===== src/rtl/ov_cfg_pkg.sv =====
// Shared types for the camera-sensor configuration sequencer: FSM encoding,
// ROM entry layout and the length of the master reset pulse issued on error.
package ov_cfg_pkg;

  localparam logic [2:0] ST_PWR_WAIT = 3'd0;
  localparam logic [2:0] ST_ID_ISSUE = 3'd1;
  localparam logic [2:0] ST_ID_WAIT  = 3'd2;
  localparam logic [2:0] ST_GAP      = 3'd3;
  localparam logic [2:0] ST_WR_ISSUE = 3'd4;
  localparam logic [2:0] ST_WR_WAIT  = 3'd5;
  localparam logic [2:0] ST_DONE     = 3'd6;
  localparam logic [2:0] ST_ERR      = 3'd7;

  typedef enum logic [2:0] {
    PWR_WAIT = ST_PWR_WAIT,
    ID_ISSUE = ST_ID_ISSUE,
    ID_WAIT  = ST_ID_WAIT,
    GAP      = ST_GAP,
    WR_ISSUE = ST_WR_ISSUE,
    WR_WAIT  = ST_WR_WAIT,
    DONE     = ST_DONE,
    ERR      = ST_ERR
  } state_e;

  localparam int unsigned ENTRY_W = 24;

  typedef struct packed {
    logic [15:0] addr;
    logic [7:0]  data;
  } cfg_entry_t;

  localparam logic [3:0] ERR_RST_CYC = 4'd8;

endpackage


===== src/rtl/ov_cfg_rom.sv =====
// Sensor init list: reg_idx -> {16-bit register address, 8-bit data}; combinational.
// Swapping sensors touches only this table and the top-level ID parameters.
module ov_cfg_rom
  import ov_cfg_pkg::*;
(
  input  logic [7:0] idx_i,
  output cfg_entry_t entry_o
);

  always_comb begin
    entry_o = '0;
    case (idx_i)
      8'd0:    entry_o = {16'h3103, 8'h11};
      8'd1:    entry_o = {16'h3008, 8'h82};
      8'd2:    entry_o = {16'h3008, 8'h42};
      8'd3:    entry_o = {16'h3103, 8'h03};
      8'd4:    entry_o = {16'h3017, 8'hFF};
      8'd5:    entry_o = {16'h3018, 8'hFF};
      8'd6:    entry_o = {16'h3034, 8'h1A};
      8'd7:    entry_o = {16'h3037, 8'h13};
      default: entry_o = '0;
    endcase
  end

endmodule


===== src/rtl/ov_cfg_seq.sv =====
// Sensor bring-up sequencer: ID read then table writes via the I2C master; start
// one clock after ISSUE, end->start GAP_CYC+2; waits on i2c_end, bounded by TIMEOUT.
module ov_cfg_seq
  import ov_cfg_pkg::*;
#(
  parameter logic [7:0]  REG_NUM = 8'd200,
  parameter logic [15:0] PWR_DLY = 16'd1000,
  parameter logic [7:0]  GAP_CYC = 8'd16,
  parameter logic [15:0] TIMEOUT = 16'd4000,
  parameter logic [15:0] ID_ADDR = 16'h300A,
  parameter logic [7:0]  ID_VAL  = 8'h56
) (
  input  logic        sys_clk,
  input  logic        sys_rst_n,
  input  logic        cfg_restart,
  input  logic        i2c_end,
  input  logic [7:0]  rd_data,
  output logic        i2c_start,
  output logic        wr_en,
  output logic        rd_en,
  output logic        addr_num,
  output logic [15:0] byte_addr,
  output logic [7:0]  wr_data,
  output logic [7:0]  reg_idx,
  output logic        cfg_done,
  output logic        cfg_err,
  output logic        i2c_rst_n
);

  state_e      state_q, state_d;
  logic [15:0] cnt_q, cnt_d;
  logic [7:0]  reg_idx_q, reg_idx_d;
  logic [3:0]  err_cnt_q, err_cnt_d;
  logic        i2c_start_q, rd_en_q, wr_en_q, cfg_done_q, cfg_err_q, i2c_rst_n_q;
  logic [15:0] byte_addr_q;
  logic [7:0]  wr_data_q;
  cfg_entry_t  entry;

  ov_cfg_rom u_rom (
    .idx_i   (reg_idx_q),
    .entry_o (entry)
  );

  always_comb begin
    state_d   = state_q;
    reg_idx_d = reg_idx_q;
    case (state_q)
      PWR_WAIT: if (cnt_q + 16'd1 >= PWR_DLY) state_d = ID_ISSUE;
      ID_ISSUE: state_d = ID_WAIT;
      // i2c_end wins over a timeout reached on the same clock
      ID_WAIT: begin
        if (i2c_end)               state_d = (rd_data == ID_VAL) ? GAP : ERR;
        else if (cnt_q >= TIMEOUT) state_d = ERR;
      end
      GAP: begin
        if (cnt_q + 16'd1 >= {8'd0, GAP_CYC})
          state_d = (reg_idx_q < REG_NUM) ? WR_ISSUE : DONE;
      end
      WR_ISSUE: state_d = WR_WAIT;
      WR_WAIT: begin
        if (i2c_end) begin
          reg_idx_d = reg_idx_q + 8'd1;
          state_d   = GAP;
        end else if (cnt_q >= TIMEOUT) begin
          state_d = ERR;
        end
      end
      DONE, ERR: begin
        if (cfg_restart) begin
          state_d   = PWR_WAIT;
          reg_idx_d = '0;
        end
      end
      default: state_d = PWR_WAIT;
    endcase

    if ((state_d != state_q) || (state_q == DONE) || (state_q == ERR)) cnt_d = '0;
    else                                                               cnt_d = cnt_q + 16'd1;

    if ((state_q == ERR) && (state_d == ERR))
      err_cnt_d = (err_cnt_q == ERR_RST_CYC) ? err_cnt_q : err_cnt_q + 4'd1;
    else
      err_cnt_d = '0;
  end

  always_ff @(posedge sys_clk) begin
    if (!sys_rst_n) begin
      state_q     <= PWR_WAIT;
      cnt_q       <= '0;
      reg_idx_q   <= '0;
      err_cnt_q   <= '0;
      i2c_start_q <= 1'b0;
      rd_en_q     <= 1'b0;
      wr_en_q     <= 1'b0;
      byte_addr_q <= '0;
      wr_data_q   <= '0;
      cfg_done_q  <= 1'b0;
      cfg_err_q   <= 1'b0;
      i2c_rst_n_q <= 1'b1;
    end else begin
      state_q     <= state_d;
      cnt_q       <= cnt_d;
      reg_idx_q   <= reg_idx_d;
      err_cnt_q   <= err_cnt_d;
      i2c_start_q <= (state_q == ID_ISSUE) || (state_q == WR_ISSUE);
      // transaction selects stay up until the clock after i2c_end (or the timeout)
      rd_en_q     <= (state_q == ID_ISSUE) || ((state_q == ID_WAIT) && (state_d == ID_WAIT));
      wr_en_q     <= (state_q == WR_ISSUE) || ((state_q == WR_WAIT) && (state_d == WR_WAIT));
      if (state_q == ID_ISSUE) begin
        byte_addr_q <= ID_ADDR;
      end else if (state_q == WR_ISSUE) begin
        byte_addr_q <= entry.addr;
        wr_data_q   <= entry.data;
      end
      cfg_done_q  <= (state_d == DONE);
      cfg_err_q   <= (state_d == ERR);
      i2c_rst_n_q <= !((state_d == ERR) && (err_cnt_d < ERR_RST_CYC));
    end
  end

  assign i2c_start = i2c_start_q;
  assign wr_en     = wr_en_q;
  assign rd_en     = rd_en_q;
  assign addr_num  = 1'b1;
  assign byte_addr = byte_addr_q;
  assign wr_data   = wr_data_q;
  assign reg_idx   = reg_idx_q;
  assign cfg_done  = cfg_done_q;
  assign cfg_err   = cfg_err_q;
  assign i2c_rst_n = i2c_rst_n_q;

endmodule


===== config.mk =====
export PLATFORM = sky130hd
export DESIGN_NAME = ov_cfg_seq
export DESIGN_NICKNAME = d
export VERILOG_FILES = /design/src/rtl/ov_cfg_pkg.sv /design/src/rtl/ov_cfg_rom.sv /design/src/rtl/ov_cfg_seq.sv
export SDC_FILE = /design/constraint.sdc
export NUM_CORES = 1
export LEC_CHECK = 0
export ABC_AREA = 1
export CAP_MARGIN = 20
export CORE_MARGIN = 2
export CORE_UTILIZATION = 53
export CTS_CLUSTER_DIAMETER = 30
export CTS_CLUSTER_SIZE = 8
export DETAILED_ROUTE_END_ITERATION = 12
export PLACE_DENSITY = 0.76
export SYNTH_ARGS = -nofsm -noshare
export SYNTH_HDL_FRONTEND = slang
export SYNTH_HIERARCHICAL = 1
export SYNTH_SLANG_ARGS = --single-unit

===== constraint.sdc =====
create_clock -name sys_clk -period 2.6 [get_ports sys_clk]
set_clock_uncertainty 0.05 [all_clocks]
set_input_delay 0.39 -clock sys_clk [delete_from_list [all_inputs] [get_ports sys_clk]]
set_output_delay 0.39 -clock sys_clk [all_outputs]
set_load 0.005 [all_outputs]

==> results_dict.tcl, run 1 <==
set metrics [dict create \
    path_clk_slew_ns 0.07 \
    first_global_vias 2722 \
    antenna_found_initial 0 \
    r2r-start "cnt_q[0]" \
    drt-initial-drc-count 119 \
    vdd_drop_max_v 0.000559 \
    syn_area_sq_mm 0.00316 \
    status "completed" \
    pwr-share-clk_pct 29.7 \
    cts_tree "built" \
    post-place-ws_ns 0.286 \
    whs_path_depth 2 \
    ios 51 \
    placed_area_sq_mm 0.00365 \
    crit_fanout 12 \
    grt_overflow 0 \
    min_from "byte_addr[14]" \
    cp.required_ns 2.81 \
    die_area_sq_mm 0.00660 \
    p_switching_mw 1.06 \
    ff2ff_path_depth 13 \
    htreeDepth 3 \
    finalSetupViolCount 0 \
    drv_cap 0 \
    ys_top_cells_by_area "dfxtp_1 39%, nand2_1 12%, nor2_1 8.0%" \
    critPathCaptureType "register" \
    die_h_microns 81.2 \
    hold_viol 0 \
    layout-drive-gt1-share_pct 7.71 \
    vias 2948 \
    cts_sinks 61 \
    synthCells 451 \
    dp_hpwl_microns 5050 \
    core_area_sq_mm 0.00585 \
    maxSlewViolCount 0 \
    synth_cell_types 35 \
    fin_setup_tns_ns 0 \
    grt_pass1_wl_microns 11800 \
    post-route-drc-count 0 \
    p_seq_share_pct 37.8 \
    clk_path_buf_depth 2 \
    final_util_pct 66.3 \
    rsz0062_at_grt "false" \
    nFillCells 503 \
    yosysMostFrequentCell "nand2_1" \
    cts_root_buffer "clkbuf_8" \
    met2_usage_pct 38.3 \
    cts.hold.buffers_added 0 \
    p_comb_share_pct 32.6 \
    routed_wl_microns 6970 \
    min_to "byte_addr[14]" \
    start_util_pct 54.0 \
    power_density_mw_per_mm2 814 \
    met3_usage_pct 4.67 \
    setup_slack_ns 0.296 \
    ant_nets 0 \
    internal-power_mw 2.09 \
    r2r_slack_ns 0.30 \
    min_period_ns 2.30 \
    numCtsBuffers 9 \
    synth_ff_type "dfxtp_1" \
    grtUsageMet1_pct 28.4 \
    synth_top_area_cell "dfxtp_1" \
    fmax_mhz 434 \
    nNetsFinal 525 \
    synth_seq_cells 61 \
    synth_edf_count 0 \
    groute.usage.overall_pct 23.2 \
    arrival_ns 2.51 \
    synthArstFlopShare_pct 0 \
    clk_latency_ns 0.34 \
    power_mw 3.16 \
    rows 28 \
    min_path_type "reg -> reg" \
    diodes 0 \
    yosys-top-cells-count "100 x nand2_1, 67 x nor2_1, 61 x dfxtp_1, 52 x inv_1, 27 x nand3_1" \
    switching_share_pct 33.7 \
    syn_area_per_cell_sq_um 7.01 \
    cellLeakagePower_nw 1.59 \
    drt-vias-per-instance 5.07 \
    busiest_layer "met2" \
    critPathKind "reg -> reg" \
    min_period_over_period_pct 88.6 \
    worstReg2RegEnd "cnt_q[9]" \
    dr.pass1.iters 5 \
    io_buffers 49 \
    stdcell_area_sq_mm 0.00388 \
    post_drt_wl_per_cell_microns 12.0 \
    ys_warn_count 6 \
    syn_to_final_growth_pct 22.7 \
    startpoint_type "register" \
    postCtsSetupBuffers 0 \
    die_x_microns 81.2 \
    yosysSeqAreaShare_pct 38.6 \
    grt_max_degree 29 \
    place.gp.congestion 1.04 \
    synth_top_area_share_pct 38.6 \
]
[repair_timing]
item,CTS,global route
resized for setup,0,1
setup endpoints to repair,0,6
endpoints found under the hold margin,0,0
[power by group through the flow]
stage	clock network (mW)	registers, mW	logic (mW)
6_report	0.936	1.19	1.03
3_5_place_dp	0	1.21	1.00
3_3_place_gp	0	1.21	0.991
5_1_grt	0.998	1.21	1.15
2_1_floorplan	0	1.21	0.645
4_1_cts	0.953	1.19	1.02
[critical path, cell delays in order (launching register included)]
cell and delay (ns):
dfxtp_1 0.38, ha_1 0.25, nand3_1 0.12, nor2_2 0.19, nand2_1 0.07, nand2_1 0.11, nand2_1 0.06, nor2_1 0.10
nand2_1 0.08, nor2_2 0.12, nand3_2 0.13, nand3_2 0.10, nand3_2 0.23, nor3_1 0.25
[cell type report]
| class | instances | area [sq um] | area share, % |
|---|---|---|---|
| inverter | 54 | 203 | 5.23 |
| tap | 75 | 93.8 | 2.42 |
| multi-input combinational | 323 | 1620 | 41.9 |
| clock buffer | 10 | 138 | 3.55 |
| clock inverter | 6 | 86.3 | 2.23 |
| timing repair buffer | 52 | 513 | 13.2 |
| sequential | 61 | 1220 | 31.5 |
[registers in the layout, summed over array words and instances (netlist names), 3 cells and up]
| name | count |
|---|---|
| reg_idx | 8 |
| err_cnt_q | 4 |
| state_q | 3 |
| byte_addr | 16 |
| cnt_q | 16 |
| wr_data | 8 |
[metrics by stage]
stage / hold slack, ns / instances
floorplan: 0.401 / 460
global placement: 0.400 / 565
detailed placement: 0.406 / 565
CTS: 0.417 / 581
global route: 0.436 / 581
finish: 0.413 / 581
[placed cells by master, fill, tap and decap left out, drive strengths merged, types with 4 or more instances in the layout]
cell type,count
ha,12
dfxtp,61
clkbuf,10
o221a,4
o21ai,17
inv,54
nand2,101
nor3,18
nand3,31
nand4,11
nor2,72
clkdlybuf4s50,49
conb,12
nor3b,4
a21oi,23
[layer usage]
layer	routed length, microns	share of wire [%]
met1	3080	44
met2	3350	48
met3	336	4.8
met4	195	2.8
met5	0	0
[kinds of logic after synthesis]
kind of cell | share of synthesized area (%)
compound gates | 9.26
xor+xnor | 1.66
fa+ha+maj | 4.75
buf+inv | 11.2
flops | 38.6
other cells | 0.356
simple gates | 34.2
[how the worst max path moves through the flow]
| stage | depth (start not counted) | end | start | slack, ns |
|---|---|---|---|---|
| 6_report | 13 | cnt_q[9] | cnt_q[0] | 0.30 |
| 5_1_grt | 13 | cnt_q[0] | cnt_q[0] | 0.07 |
| 4_1_cts | 14 | cnt_q[9] | cnt_q[1] | 0.28 |
| 3_5_place_dp | 14 | cnt_q[4] | cnt_q[0] | 0.29 |
| 3_3_place_gp | 14 | cnt_q[2] | cnt_q[0] | 0.38 |
| 2_1_floorplan | 15 | cnt_q[2] | cnt_q[0] | 0.64 |
Note: power is estimated with default switching activity, not from simulation.
==> run 2: changes to the inputs <==
TNS_END_PERCENT = 10   (was not set)
==> results of run 2 <==
No change in the layout: final DEF, timing and power equal those of run 1.
==> run 3: changes to the inputs <==
SLEW_MARGIN = 30   (was not set)
==> results of run 3 <==
No change in the layout: final DEF, timing and power equal those of run 1.
